## src/rtl/prio_encoder.sv

```systemverilog
// Registered priority encoder: reduces an m-bit request vector to the n-bit index
// of its highest set bit, with a valid flag. One cycle of latency, hold on en = 0.
module prio_encoder #(
  parameter int m = 4,
  parameter int n = 2
) (
  input  logic         clk,
  input  logic         rst,
  input  logic         en,
  input  logic [m-1:0] in,
  output logic [n-1:0] out,
  output logic         valid
);

  // Reject configurations whose index field cannot name every request bit.
  generate
    if (m < 2) begin : g_bad_m
      $fatal(1, "prio_encoder: m must be at least 2 (m=%0d)", m);
    end
    if (n < $clog2(m)) begin : g_bad_n
      $fatal(1, "prio_encoder: n=%0d too narrow for m=%0d", n, m);
    end
  endgenerate

  logic [n-1:0] idx;
  logic         any;
  logic [n-1:0] out_reg;
  logic         valid_reg;

  // Ascending scan with later hits overriding earlier ones, so the highest set bit wins.
  always_comb begin
    idx = '0;
    any = 1'b0;
    for (int i = 0; i < m; i++) begin
      if (in[i]) begin
        idx = n'(i);
        any = 1'b1;
      end
    end
  end

  always_ff @(posedge clk) begin
    if (rst) begin
      out_reg   <= '0;
      valid_reg <= 1'b0;
    end else if (en) begin
      out_reg   <= idx;
      valid_reg <= any;
    end
  end

  assign out   = out_reg;
  assign valid = valid_reg;

endmodule

```

## config.mk

```make
export PLATFORM = sky130hd
export DESIGN_NAME = prio_encoder
export DESIGN_NICKNAME = d
export VERILOG_FILES = /design/src/rtl/prio_encoder.sv
export SDC_FILE = /design/constraint.sdc
export NUM_CORES = 1
export LEC_CHECK = 0
export BUFFER_PORTS_ARGS = -buffer_cell sky130_fd_sc_hd__buf_2
export CAP_MARGIN = 10
export CELL_PAD_IN_SITES_DETAIL_PLACEMENT = 1
export CELL_PAD_IN_SITES_GLOBAL_PLACEMENT = 1
export CORE_AREA = 2 2 39 41
export CTS_CLUSTER_SIZE = 24
export DETAILED_ROUTE_END_ITERATION = 16
export DIE_AREA = 0 0 41 43
export GPL_TIMING_DRIVEN = 0
export PLACE_DENSITY_LB_ADDON = 0.1
export SYNTH_ARGS = -nofsm -noshare
export SYNTH_HDL_FRONTEND = slang
export SYNTH_SLANG_ARGS = --single-unit
```

## constraint.sdc

```tcl
create_clock -name clk -period 1.6 [get_ports clk]
set_input_delay 0.32 -clock clk [delete_from_list [all_inputs] [get_ports clk]]
set_output_delay 0.32 -clock clk [all_outputs]
set_load 0.005 [all_outputs]
```

After elaboration in Yosys (flattened, before gate mapping)
Cells that the tools add are included.
{"block": "word_totals", "reg_bits": 3, "input_bits": 7, "output_inout_bits": 3, "word_cells": 9}
{"block": "op_classes", "n_mux": 7}
{"operator": "$mux W1", "count": 5}
{"operator": "$mux W2", "count": 2}

Logic depth before layout (Yosys ltp)
Gate-level depths: netlist of the first run.
{"block": "depth", "ltp_word": 4, "mapped_depth": 2, "ltp_nobuf": 2}

Least setup slack after synthesis of the first run
OpenSTA, ideal clock, no wires.
{"block": "synth_path", "path_type": "input to register", "start": "in in[2]", "end": "reg out_reg[0], in the netlist out[0]", "setup_ps": 91, "arrival_time_ps": 659, "t_required_ps": 1509, "path_slack_ps": 850, "path_stages": 2, "path_buffers": 0, "cell_sequence": "nand2b_1 a311oi_1"}
{"block": "synth_between", "elab_chain_cells": 2}
{"item": "start: declaration", "line": "10", "text": "input logic [m-1:0] in,"}
{"item": "$mux W2 (2 in series)", "line": "35", "text": "if (in[i]) begin"}
{"item": "end signal: assignment", "line": "47", "text": "out_reg <= idx;"}
{"item": "end: declaration", "line": "27", "text": "logic [n-1:0] out_reg;"}
No other way between the ends.
A chain may end at the register's enable or synchronous reset.

Worst setup path in the final report of the first run
{"block": "layout_path", "start": "reg out_reg[0], in the netlist out[0]", "end": "out out[0]"}
{"item": "end: declaration", "line": "11", "text": "output logic [n-1:0] out,"}
No word-level cell between the ends.

==> results of run 1 <==
-- worst paths after layout --
kind	startpoint	to	slack, ns	cells after the start
max	out[0]$_SDFFE_PP0P_	out[0]	0.62	1
min	rst	out[1]$_SDFFE_PP0P_	0.28	2
max reg2reg	valid$_SDFFE_PP0P_	valid$_SDFFE_PP0P_	0.92	2
min reg2reg	out[0]$_SDFFE_PP0P_	out[0]$_SDFFE_PP0P_	0.48	2
-- routing by layer --
metal	up-vias	track usage [%]	wire length, um
met5	-	0	0
met4	0	12.0	0
met3	0	3.66	41
met2	7	5.00	161
met1	55	6.05	139
li1	71	-	-
-- power by group through the flow --
stage	combinational (uW)	clock, uW	sequential (uW)
global placement	26.3	0	84.5
detailed placement	26.1	0	84.9
CTS	26.1	142	83.7
global route	29.0	145	84.0
floorplan	8.22	0	85.4
finish	25.6	133	83.5
-- cell usage after synthesis --
library cell               n  area share (%)
sky130_fd_sc_hd__dfxtp_1   3              53
sky130_fd_sc_hd__a211oi_1  1             6.6
sky130_fd_sc_hd__nand2b_1  1             5.5
sky130_fd_sc_hd__nor2_1    5              16
sky130_fd_sc_hd__inv_1     1             3.3
sky130_fd_sc_hd__a311oi_1  2              15
-- area by class of cell --
type,instances,area [um^2]
fillers,176,1180
flip-flops and latches,3,60.1
multi-input cells,9,50.0
repair buffers,9,45.0
clock buffers,4,26.3
well taps,16,20.0
inverters,1,3.75
-- metrics by stage --
step                total power, uW  hold slack [ns]  instances  cell area [um^2]
floorplan                      93.6            0.392         13               114
global placement                111            0.476         38               179
detailed placement              111            0.485         38               179
CTS                             251            0.274         42               205
global route                    258            0.277         42               205
finish                          242            0.279         42               205
-- cells by family after synthesis --
group | count (synthesis) | share of synthesized area [%]
flops | 3 | 52.7
buf+inv | 1 | 3.29
compound gates | 3 | 22.0
simple gates | 6 | 22.0
==> implementation parameters, run 1 <==
Parameter                              Value

Outcome
  Status    finished, final reports clean

Global routing
  Wire length of the first global-routing pass    572 um
  GRT Util Overall    6.01%
  Via count of the first global-routing pass    between 100 and 150
  Overall overflow remaining after global route    0
  Pin count of the biggest net entering global routing    7
  Initial antenna violation count    0

STA
  Peak Freq    a little over 1000 MHz
  Setup WS post-layout    a little over 0.6 ns
  Accumulated negative setup slack    0 ns
  Post-layout minimum cycle time    approximately 0.98 ns
  Total count of max-transition violations in the final report    0
  RSZ-0062 raised after global routing    false
  Final Setup Violations    0
  Tcrit/Tclk final    61.4%
  Worst slew margin    between 80% and 90%
  Slew at the pin closest to its max-slew limit    approximately 0.2 ns
  Worst Skew    0 ns
  Count of final hold-check violations    0

Clocking
  Clock tree root buffer cell    sky130_fd_sc_hd__clkbuf_4
  Total clock buffers created by CTS    3
  Deepest level of the CTS H-tree    1
  TritonCTS Sinks    3
  Clock slew seen by the registers of the worst setup and hold paths    around 0.040 ns
  Post-cts resize count    0
  # Post-CTS Setup Buffers    0
  CTS tree    yes
  Maximum clock path buffer count    2
  Cts hold-fix bufs    0
  Worst skew pair latency    roughly 0.23 ns

Floorplan
  Die span in x    around 40 um
  Die area    1760 um^2
  Placeable core area    ~1400 um^2
  I/O Pins    10
  Cell row count    14
  Starting utilization of the core area    between 8 and 9%
  Die Span Y    about 43 um

Setup path
  Data required, critical path    about 1.3 ns
  Worst setup path category    flop to primary output
  Critical Path AT    about 0.66 ns
  Worst Path Max Fanout    2
  Endpoint type of the worst setup path    primary output
  Peak per-stage delay on the critical path    between 0.3 and 0.4 ns
  Largest delay share family, worst path    flip-flops
  Worst path buffer plus inverter count    1
  Critical Path Start Type    flop
  Cell Chain, Critical Path    buf_2
  Slowest-stage cell, CP    sky130_fd_sc_hd__dfxtp_1

Yosys
  Part of the Yosys area used for sequential elements    between 50% and 60%
  Cell area after synthesis    between 100 and 150 um^2
  Avg Synthesized Cell Area    8.76 um^2
  Post-synth cell types    6
  Post-synthesis net count    20
  Warnings from Yosys    0
  Synthesized netlist cell count    13
  Flip-flop and latch count after synthesis    3

Finish
  Diodes inserted    0
  Layout Nets    34
  Share of layout cells above drive strength 1    46.2%
  Leading cell type in the layout, fill and taps excluded    sky130_fd_sc_hd__buf_2
  Area Growth Syn to Fin    80.2%
  Flip-flop count of the largest register after layout    2
  Final core utilization    between 10% and 20%
  Commonest cells after routing, fill and taps aside    sky130_fd_sc_hd__buf_2, sky130_fd_sc_hd__nor2_1, sky130_fd_sc_hd__clkbuf_4, sky130_fd_sc_hd__dfxtp_1, sky130_fd_sc_hd__a311oi_1

Routing
  Average wire length per cell after detail routing    just over 8 um
  Count of TritonRoute iterations in the first routing pass    1
  Detailed Route WL    roughly 340 um
  Count of vias placed by the detailed router    133
  Via density per instance    approximately 3.2
  Drt first-iter violations    0
  Antenna viol nets, final    0
  Remaining routing DRC violations    0

Power and ir drop
  Power density of the placed cells    1180 nW/um^2
  Total internal power    between 150 and 200 uW
  Part of the total power dissipated in sequential elements    about 34%
  Clock network power share    55.0%
  Leak pwr    between 0.00009 and 0.0001 uW
  Combinational group share of total power    10.5%
  Switching power share of the total    22.4%
  Net switching power figure    between 50 and 60 uW
  Worst IR Drop VDD    roughly 0.00015 V

Placed design
  Worst Setup Slack post-DPL    just over 0.7 ns
  PortBufs    9
  Final weighted congestion in routability-driven placement    roughly 0.63

Run
  Max-cap violations    0

Min path
  Worst min-delay path category    input port to flop
(Power assumes the default switching activity.)
==> run 2, diff against run 1 <==
ABC_AREA = 1   (was unset)
clock period = 0.9 ns   (was 1.6 ns; I/O delays follow)
==> implementation parameters, run 2 <==
Parameter                              Value

Outcome
  Status    finished, final reports clean (unchanged)

Setup path
  Slowest-stage cell, CP    sky130_fd_sc_hd__dfxtp_1 (unchanged)
  Worst setup path category    flop to primary output (unchanged)
  Worst Path Max Fanout    2 (unchanged)
  Largest delay share family, worst path    flip-flops (unchanged)
  Peak per-stage delay on the critical path    0.32 ns (about the same)
  Data required, critical path    0.72 ns (was 1.28 ns)
  CP Launch Point    out[1]$_SDFFE_PP0P_ (was out[0]$_SDFFE_PP0P_)
  Worst path buffer plus inverter count    1 (unchanged)
  Critical Path AT    0.67 ns (was 0.66 ns)
  Critical Path Start Type    flop (unchanged)
  Cell Chain, Critical Path    buf_2 (unchanged)
  Endpoint type of the worst setup path    primary output (unchanged)
  Reg-to-reg startpoint    out[1]$_SDFFE_PP0P_ (was valid$_SDFFE_PP0P_)

Min path
  Worst hold start    rst (unchanged)
  Worst min-delay path category    input port to flop (unchanged)

Clocking
  Deepest level of the CTS H-tree    1 (unchanged)
  Clock tree root buffer cell    sky130_fd_sc_hd__clkbuf_4 (unchanged)
  TritonCTS Sinks    3 (unchanged)
  # Post-CTS Setup Buffers    0 (unchanged)
  Worst skew pair latency    0.24 ns (was 0.23 ns)
  Cts hold-fix bufs    0 (unchanged)
  Total clock buffers created by CTS    3 (unchanged)
  Clock slew seen by the registers of the worst setup and hold paths    0.03 ns (was 0.04 ns)
  CTS tree    yes (unchanged)
  Post-cts resize count    0 (unchanged)
  Maximum clock path buffer count    2 (unchanged)

Yosys
  Post-synth cell types    7 (was 6)
  Area share of the largest cell type after synthesis    47.5% (was 52.7%)
  Most numerous cell types in the synthesized netlist    sky130_fd_sc_hd__nor2_1, sky130_fd_sc_hd__inv_1, sky130_fd_sc_hd__dfxtp_1 (was sky130_fd_sc_hd__nor2_1, sky130_fd_sc_hd__dfxtp_1, sky130_fd_sc_hd__a311oi_1)
  Flip-flop and latch count after synthesis    3 (unchanged)
  Largest cells by area after synthesis    sky130_fd_sc_hd__dfxtp_1, sky130_fd_sc_hd__nor2_1, sky130_fd_sc_hd__inv_1, sky130_fd_sc_hd__a21oi_1, sky130_fd_sc_hd__o21ai_0 (was sky130_fd_sc_hd__dfxtp_1, sky130_fd_sc_hd__nor2_1, sky130_fd_sc_hd__a311oi_1, sky130_fd_sc_hd__a211oi_1, sky130_fd_sc_hd__nand2b_1)
  Avg Synthesized Cell Area    6.65 um^2 (was 8.76 um^2)
  Count of flip-flops with a built-in enable after synthesis    0 (unchanged)
  Area leader, netlist    sky130_fd_sc_hd__dfxtp_1 (unchanged)
  Warnings from Yosys    0 (unchanged)
  Post-synthesis net count    26 (was 20)
  Part of the Yosys area used for sequential elements    47.5% (was 52.7%)
  Async set-or-reset flop fraction in the synthesized netlist    0% (unchanged)
  Most common flop cell mapped by yosys    sky130_fd_sc_hd__dfxtp_1 (unchanged)
  Cell area after synthesis    126 um^2 (was 114 um^2)
  Count leader, synth    sky130_fd_sc_hd__nor2_1 (unchanged)
  Synthesized netlist cell count    19 (was 13)

Global routing
  GRT Util Overall    7.02% (was 6.01%)
  Via count of the first global-routing pass    179 (was 138)
  Initial antenna violation count    0 (unchanged)
  Overall overflow remaining after global route    0 (unchanged)
  Wire length of the first global-routing pass    745 um (was 572 um)
  Pin count of the biggest net entering global routing    7 (unchanged)

STA
  Worst slew margin    90.0% (was 86.8%)
  Final Setup Violations    0 (unchanged)
  Setup WS post-layout    0.0496 ns (was 0.618 ns)
  Count of final hold-check violations    0 (unchanged)
  Slew at the pin closest to its max-slew limit    0.148 ns (was 0.197 ns)
  Accumulated negative setup slack    0 ns (unchanged)
  RSZ-0062 raised after global routing    false (unchanged)
  Worst Skew    0 ns (unchanged)
  Peak Freq    approximately 1200 MHz
  Post-route worst hold slack    0.205 ns (was 0.279 ns)
  Tcrit/Tclk final    approximately 94%
  Post-layout minimum cycle time    0.850 ns
  Total count of max-transition violations in the final report    0 (unchanged)

Floorplan
  I/O Pins    10 (unchanged)
  Cell row count    14 (unchanged)
  Starting utilization of the core area    9.13% (was 8.23%)
  Die span in x    41 um (unchanged)
  Placeable core area    1380 um^2 (unchanged)
  Die Span Y    43 um (unchanged)
  Die area    1760 um^2 (unchanged)

Finish
  Commonest cells after routing, fill and taps aside    sky130_fd_sc_hd__buf_2, sky130_fd_sc_hd__nor2_1, sky130_fd_sc_hd__inv_1 (was sky130_fd_sc_hd__buf_2, sky130_fd_sc_hd__nor2_1, sky130_fd_sc_hd__clkbuf_4, sky130_fd_sc_hd__dfxtp_1, sky130_fd_sc_hd__a311oi_1)
  Layout Nets    40 (was 34)
  Diodes inserted    0 (unchanged)
  Leading cell type in the layout, fill and taps excluded    sky130_fd_sc_hd__buf_2 (unchanged)
  Flip-flop count of the largest register after layout    2 (unchanged)
  Area Growth Syn to Fin    72.3% (was 80.2%)
  Share of layout cells above drive strength 1    37.5% (was 46.2%)
  Count of fill cells added during filler insertion    183 (was 176)

Placed design
  Final weighted congestion in routability-driven placement    0.624 (was 0.626)
  PortBufs    9 (unchanged)
  Worst Setup Slack post-DPL    0.145 ns (was 0.706 ns)

Power and ir drop
  Post-layout total power    436 uW (was 242 uW)
  Leak pwr    0.000121 uW (was 0.0000985 uW)
  Worst IR Drop VDD    0.000513 V (was 0.000152 V)
  Power density of the placed cells    2000 nW/um^2 (was 1180 nW/um^2)

Run
  Max-cap violations    0 (unchanged)

Routing
  Remaining routing DRC violations    0 (unchanged)
  Antenna viol nets, final    0 (unchanged)
  Count of vias placed by the detailed router    163 (was 133)
  Via density per instance    3.40 (was 3.17)
  Count of TritonRoute iterations in the first routing pass    1 (unchanged)
  Detailed Route WL    394 um (was 342 um)
  Drt first-iter violations    0 (unchanged)
  Average wire length per cell after detail routing    8.21 um (was 8.14 um)
==> run 2: changes by cell type after synthesis, sizes merged <==
cell    before  now
nand3        0    1
nand2b       1    0
a21oi        0    2
inv          1    4
a311oi       2    0
a211oi       1    0
nand2        0    2
o21ai        0    2
==> run 2: cells by family (layout without fill, tap and decap cells) <==
logic type | after synthesis | after routing | synth area share, %
buffers and inverters | 4 | 17 | 11.9
and+or+nand+nor | 8 | 8 | 24.8
DFF | 3 | 3 | 47.5
AOI/OAI and AO/OA | 4 | 4 | 15.8
==> run 2: per-stage QoR <==
step | std cells | instance area [um^2] | util [%]
3_3_place_gp | 44 | 191 | 13.8
3_5_place_dp | 44 | 191 | 13.8
6_report | 48 | 218 | 15.7
2_1_floorplan | 19 | 126 | -
5_1_grt | 48 | 218 | 15.7
4_1_cts | 48 | 218 | 15.7
==> run 2: worst paths after layout <==
path	endpoint	slack (ns)	cells after the start
max	out[1]	0.05	1
min	valid$_SDFFE_PP0P_	0.20	4
max reg2reg	out[1]$_SDFFE_PP0P_	0.25	2
min reg2reg	out[0]$_SDFFE_PP0P_	0.53	2
==> run 2: area by class of cell <==
cell class	instances	area (um^2)	area share, %
Sequential cell	3	60.1	27.6
Tap cell	16	20.0	9.20
Inverter	4	15.0	6.90
Multi-Input combinational cell	12	51.3	23.6
Timing Repair Buffer	9	45.0	20.7
Clock buffer	4	26.3	12.1
==> run 2: power breakdown <==
group / leakage (uW) / total, uW / internal [uW] / switching [uW]
Sequential: 0.0000251 / 149 / 144 / 4.80
Combinational: 0.0000813 / 49.0 / 24.3 / 24.7
Clock: 0.0000150 / 238 / 166 / 72.0
==> run 2: routing by layer <==
metal / track usage (%) / vias to the layer above / wire length (um)
met2: 8.75 / 8 / 199
met5: 0 / - / 0
met4: 4.00 / 0 / 0
met3: 7.85 / 0 / 46
li1: - / 83 / -
met1: 6.73 / 72 / 148
